<file path="src/rtl/phy_tx_striper.sv">
// phy_tx_striper
//   Single-clock PHY transmit path. Bus words are queued in a small FIFO and
//   striped bytewise across LANES serial lanes, one bit per lane per clk,
//   MSB of each symbol first. A free-running 3-bit counter marks symbol
//   boundaries. After reset every lane sends TRAIN_SYM COM symbols. When no
//   data is queued, the lanes carry IDL fill.
//
// Ports
//   clk         single clock, rising edge
//   reset       asynchronous, active-high
//   input_bus   word to transmit (BUS_W bits)
//   valid       input_bus qualifier
//   ready       FIFO can accept a word this cycle
//   tx_serial   serial bit per lane (MSB of symbol first)
//   tx_k        1 while the lane carries a control symbol (COM/IDL)
//   fifo_level  words currently held in the FIFO
//   overflow    sticky: valid was seen while ready was 0
module phy_tx_striper #(
  parameter int         BUS_W     = 32,
  parameter int         LANES     = 4,
  parameter int         DEPTH     = 4,
  parameter int         TRAIN_SYM = 4,
  parameter logic [7:0] COM       = 8'hBC,
  parameter logic [7:0] IDL       = 8'h7C
) (
  input  logic                     clk,
  input  logic                     reset,
  input  logic [BUS_W-1:0]         input_bus,
  input  logic                     valid,
  output logic                     ready,
  output logic [LANES-1:0]         tx_serial,
  output logic [LANES-1:0]         tx_k,
  output logic [$clog2(DEPTH):0]   fifo_level,
  output logic                     overflow
);

  localparam int BPL    = BUS_W / (8 * LANES);
  localparam int SLOT_W = (BPL > 1) ? $clog2(BPL) : 1;
  localparam int PTR_W  = $clog2(DEPTH);
  localparam int LVL_W  = $clog2(DEPTH) + 1;
  localparam int SYM_W  = (TRAIN_SYM > 1) ? $clog2(TRAIN_SYM) : 1;

  typedef enum logic [1:0] {
    ST_TRAIN,
    ST_IDLE,
    ST_DATA
  } state_t;

  state_t                  state, state_nxt;
  logic [2:0]              bit_cnt;
  logic [SYM_W-1:0]        sym_cnt, sym_cnt_nxt;
  logic [SLOT_W-1:0]       slot, slot_nxt, slot_inc;
  logic [LANES-1:0][7:0]   shreg, shreg_nxt;
  logic [LANES-1:0]        tx_k_nxt;
  logic [BUS_W-1:0]        hold_word;

  logic [BUS_W-1:0]        fifo_mem [DEPTH];
  logic [PTR_W-1:0]        rd_ptr, wr_ptr;
  logic [LVL_W-1:0]        level;
  logic [BUS_W-1:0]        head_word;

  logic                    boundary;
  logic                    go_word;
  logic                    push, pop;

  // Lane bytes for one slot: byte b of the word sits in lane b%LANES, slot
  // b/LANES, so a slot is simply a contiguous 8*LANES-bit field.
  function automatic logic [8*LANES-1:0] slot_bytes(input logic [BUS_W-1:0] w,
                                                     input logic [SLOT_W-1:0] s);
    logic [BUS_W-1:0] t;
    t = w >> (8 * LANES * int'(s));
    return t[8*LANES-1:0];
  endfunction

  assign boundary   = (bit_cnt == 3'd7);
  assign slot_inc   = slot + SLOT_W'(1);
  assign head_word  = fifo_mem[rd_ptr];
  assign ready      = (level < LVL_W'(DEPTH));
  assign push       = valid && ready;
  assign fifo_level = level;

  always_comb begin
    for (int l = 0; l < LANES; l++) tx_serial[l] = shreg[l][7];
  end

  always_comb begin
    state_nxt   = state;
    sym_cnt_nxt = sym_cnt;
    slot_nxt    = slot;
    tx_k_nxt    = tx_k;
    pop         = 1'b0;
    go_word     = 1'b0;
    for (int l = 0; l < LANES; l++) shreg_nxt[l] = {shreg[l][6:0], 1'b0};

    if (boundary) begin
      unique case (state)
        ST_TRAIN: begin
          // The COM loaded at reset counts as the first training symbol.
          if (sym_cnt < SYM_W'(TRAIN_SYM - 1)) begin
            sym_cnt_nxt = sym_cnt + SYM_W'(1);
            shreg_nxt   = {LANES{COM}};
          end else begin
            go_word = 1'b1;
          end
        end
        ST_DATA: begin
          if (slot != SLOT_W'(BPL - 1)) begin
            slot_nxt  = slot_inc;
            shreg_nxt = slot_bytes(hold_word, slot_inc);
          end else begin
            go_word = 1'b1;
          end
        end
        default: go_word = 1'b1;
      endcase

      // Start the next word straight away if one is queued, else fill with IDL.
      if (go_word) begin
        slot_nxt = '0;
        if (level != '0) begin
          pop       = 1'b1;
          shreg_nxt = slot_bytes(head_word, '0);
          tx_k_nxt  = '0;
          state_nxt = ST_DATA;
        end else begin
          shreg_nxt = {LANES{IDL}};
          tx_k_nxt  = '1;
          state_nxt = ST_IDLE;
        end
      end
    end
  end

  always_ff @(posedge clk or posedge reset) begin
    if (reset) begin
      state    <= ST_TRAIN;
      bit_cnt  <= '0;
      sym_cnt  <= '0;
      slot     <= '0;
      shreg    <= {LANES{COM}};
      tx_k     <= '1;
      rd_ptr   <= '0;
      wr_ptr   <= '0;
      level    <= '0;
      overflow <= 1'b0;
    end else begin
      state    <= state_nxt;
      bit_cnt  <= bit_cnt + 3'd1;
      sym_cnt  <= sym_cnt_nxt;
      slot     <= slot_nxt;
      shreg    <= shreg_nxt;
      tx_k     <= tx_k_nxt;
      if (push) wr_ptr <= wr_ptr + PTR_W'(1);
      if (pop)  rd_ptr <= rd_ptr + PTR_W'(1);
      unique case ({push, pop})
        2'b10:   level <= level + LVL_W'(1);
        2'b01:   level <= level - LVL_W'(1);
        default: level <= level;
      endcase
      if (valid && !ready) overflow <= 1'b1;
    end
  end

  always_ff @(posedge clk) begin
    if (push) fifo_mem[wr_ptr] <= input_bus;
    if (pop)  hold_word <= head_word;
  end

endmodule

</file>
<file path="config.mk">
export PLATFORM = sky130hd
export DESIGN_NAME = phy_tx_striper
export DESIGN_NICKNAME = d
export VERILOG_FILES = /design/src/rtl/phy_tx_striper.sv
export SDC_FILE = /design/constraint.sdc
export NUM_CORES = 1
export LEC_CHECK = 0
export BUFFER_PORTS_ARGS = -buffer_cell sky130_fd_sc_hd__buf_2
export CAP_MARGIN = 20
export CORE_MARGIN = 2
export CORE_UTILIZATION = 30
export DETAILED_ROUTE_END_ITERATION = 12
export PLACE_DENSITY = 0.52
export SYNTH_ARGS = -nofsm -noshare
export SYNTH_HDL_FRONTEND = slang
export SYNTH_SLANG_ARGS = --single-unit
</file>
<file path="constraint.sdc">
create_clock -name clk -period 2.55 [get_ports clk]
set_input_delay 0.51 -clock clk [delete_from_list [all_inputs] [get_ports clk]]
set_output_delay 0.51 -clock clk [all_outputs]
set_load 0.005 [all_outputs]
</file>
==> results.md <==
* Outcome: completed
* DRT iter0 DRCs at around 230
* Ys async rst share at around 27%
* Part of the cycle the worst path needs at 83.6%
* Top-count cell post-synth: edfxtp_1
* Resized cells post-CTS at 0
* Setup bufs post-CTS at 0
* Yosys warns at 0
* Clk sinks at between 150 and 200
* Total GRT Usage at between 10% and 20%
* Initial Utilization at approximately 31%
* Register area at 5070 µm²
* Nets at around 430
* Initial antenna violation count at 1
* Vert. Die Dim at 153 µm
* CTS buffer count at 17
* Full die area at 23400 µm²
* Syn Nets at 365
* Routed Antenna Nets at 0
* Drt wl/cell at 18.1 µm
* # setup viols final at 0
* Htree depth at 4
* Slew margin rel. at approximately 60%
* Hold slack at roughly 0.13 ns
* Synthesized area per cell at slightly above 20 µm²
* Sum Neg Setup Slack at 0 ns
* Seq/Total Area, Yosys at about 76%
* R2R setup slack at 0.42 ns
* Utilization after layout at 36.4%
* Worst VDD drop at just over 500 µV
* Worst hold path type: primary input to async pin
* Worst slew pin tran at about 0.61 ns
* Pin count of the biggest net entering global routing at 33
* Area of the multi-input gates at approximately 1400 µm²
* DP HPWL at between 7000 and 8000 µm
* Critical Path RT at 2.89 ns
* Drt total wl at about 12000 µm
* Critical path class: register to register
* Power per cell area at 1090 nW/µm²
* Post-layout min period at roughly 2.1 ns
* Gp weighted congestion at about 0.74
* Clock Tree Buf Depth at 2
* Reg clk slew, reported paths at roughly 0.06 ns
* Max_cap viols at 0
* Worst R2R Start: bit_cnt[0]
* Ys flop type: edfxtp_1
* Arrival time worst endpoint at around 2.5 ns
* Pre-CTS setup slack at around 0.4 ns
* RSZ-0062 raised after global routing: no
* Clk_skew at 0.0105 ns
* Critical Path End Type: register
* DRC viols at 0
* Die W at ~150 µm
* Row Count at 54
* Core area at roughly 22000 µm²
* Share of the synthesized area in the top cell type at just under 60%
* Worst-Skew Late Latency at 0.42 ns
* Top post-synthesis cells by count: edfxtp_1, dfrtp_1, mux4_2
* I/O Pins at 48
* Synth cell types at 33
* Area delta synth->final at 19.3%
* Hold buffers post-CTS at 0
* Post-synthesis cell area at 6640 µm²
* First-pass GRT wire length at 19100 µm
* Largest cells by area after synthesis: edfxtp_1, dfrtp_1, mux4_2
* R2R cell count at 11
* CP startpoint kind: register
* TritonCTS clock tree: built
* Vias in the first global route at 3411
* Fraction of layout cells with a size suffix above 1 at a little under two fifths
* Worst setup margin at around 0.42 ns
* Via Count at approximately 3100
* RR Endpoint: fifo_level[2]
* Synth Instances at around 320
* Routed vias/inst at 4.52
* Pleak at between 2 and 3 nW
* Root buf cell: clkbuf_16
* Hold Violations, Final at 0
* DRT Pass-1 Iters at 4
* Synthesized flop and latch total at ~180
* Congestion Overflow GR at 0
* Crit-path max FO at 2
* Cell accounting for the most synthesized area: edfxtp_1
* Number of fillers in the final layout at slightly above 2000
* Post-synth EDFFs at roughly 130
* Fmax at 469 MHz
* Final Slew Violations at 0
* # port buffers at 47
[cells in the final DEF (no fill, tap or decap), types with 5 or more instances in the layout]
cell	synthesis	final
and2_1	8	8
buf_4	8	12
ha_1	8	8
edfxtp_1	128	128
buf_12	1	5
bufinv_16	0	6
mux4_2	25	25
clkbuf_16	0	17
o22a_1	16	16
inv_1	10	9
nor2_1	13	13
dfrtp_1	27	26
mux4_1	7	7
dfstp_2	21	21
buf_2	4	47
[per-layer routing]
metal | global-route usage [%] | routed length [µm] | vias to the layer above
met1 | 13.8 | 5590 | 1616
met3 | 3.43 | 434 | 14
met4 | 3.97 | 178 | 0
met5 | 0 | 0 | -
li1 | - | - | 1379
met2 | 18.4 | 6050 | 47
[worst max-delay path by stage]
stage                    start       endpoint  slack [ns]  cells after the start
global route        bit_cnt[0]  fifo_level[2]        0.21                     11
floorplan           bit_cnt[0]  fifo_level[2]        0.29                     12
global placement    bit_cnt[0]  fifo_level[2]        0.45                     11
detailed placement  bit_cnt[0]  fifo_level[2]        0.40                     11
CTS                 bit_cnt[0]  fifo_level[2]        0.39                     11
finish              bit_cnt[0]  fifo_level[2]        0.42                     11
[per-stage QoR]
step | power [mW] | area [µm²] | instances
4_1_cts | 8.76 | 7920 | 675
2_1_floorplan | 5.26 | 6640 | 321
6_report | 8.61 | 7920 | 676
3_3_place_gp | 5.78 | 7260 | 643
3_5_place_dp | 5.85 | 7260 | 643
5_1_grt | 9.01 | 7920 | 675
[sequential cells by signal, summed over array words and instances (netlist names), 3 cells and up]
name        flops
bit_cnt         3
fifo_level      3
fifo_mem      128
shreg          28
tx_serial       4
[power by group]
part / switching (mW) / internal (mW) / leakage [nW] / total, mW
Combinational: 0.847 / 0.861 / 0.837 / 1.71
Clock: 1.05 / 1.84 / 0.318 / 2.88
Sequential: 0.224 / 3.79 / 1.70 / 4.02
Total: 2.12 / 6.49 / 2.85 / 8.61
[worst max-delay path, stage by stage (launching register included)]
cell	delay, ns
dfrtp_1	0.35
ha_1	0.15
ha_1	0.16
o31ai_1	0.09
or2_1	0.26
inv_2	0.07
ha_1	0.17
inv_1	0.06
fa_1	0.37
xor2_1	0.15
nor2_1	0.11
xnor2_1	0.12
[layout make-up]
class                           instances  area share, %
Timing Repair Buffer                   64           5.37
Sequential cell                       176           64.0
Multi-Input combinational cell        112           17.3
Clock buffer                           18           5.42
Antenna cell                            1         0.0316
Clock inverter                         14           2.97
Tap cell                              280           4.42
Inverter                               11          0.521
[kinds of logic (layout without fill, tap and decap cells)]
group | Yosys count | count (layout) | synth area share [%]
AO/OA/AOI/OAI | 30 | 30 | 3.80
XOR/XNOR | 7 | 7 | 0.923
adder cells (fa/ha/maj) | 9 | 9 | 1.81
buffers and inverters | 33 | 107 | 3.09
flip-flops | 176 | 176 | 76.3
multiplexers | 34 | 34 | 11.6
other | 0 | 1 | 0
AND/OR/NAND/NOR | 32 | 32 | 2.49
(Power assumes the default switching activity.)
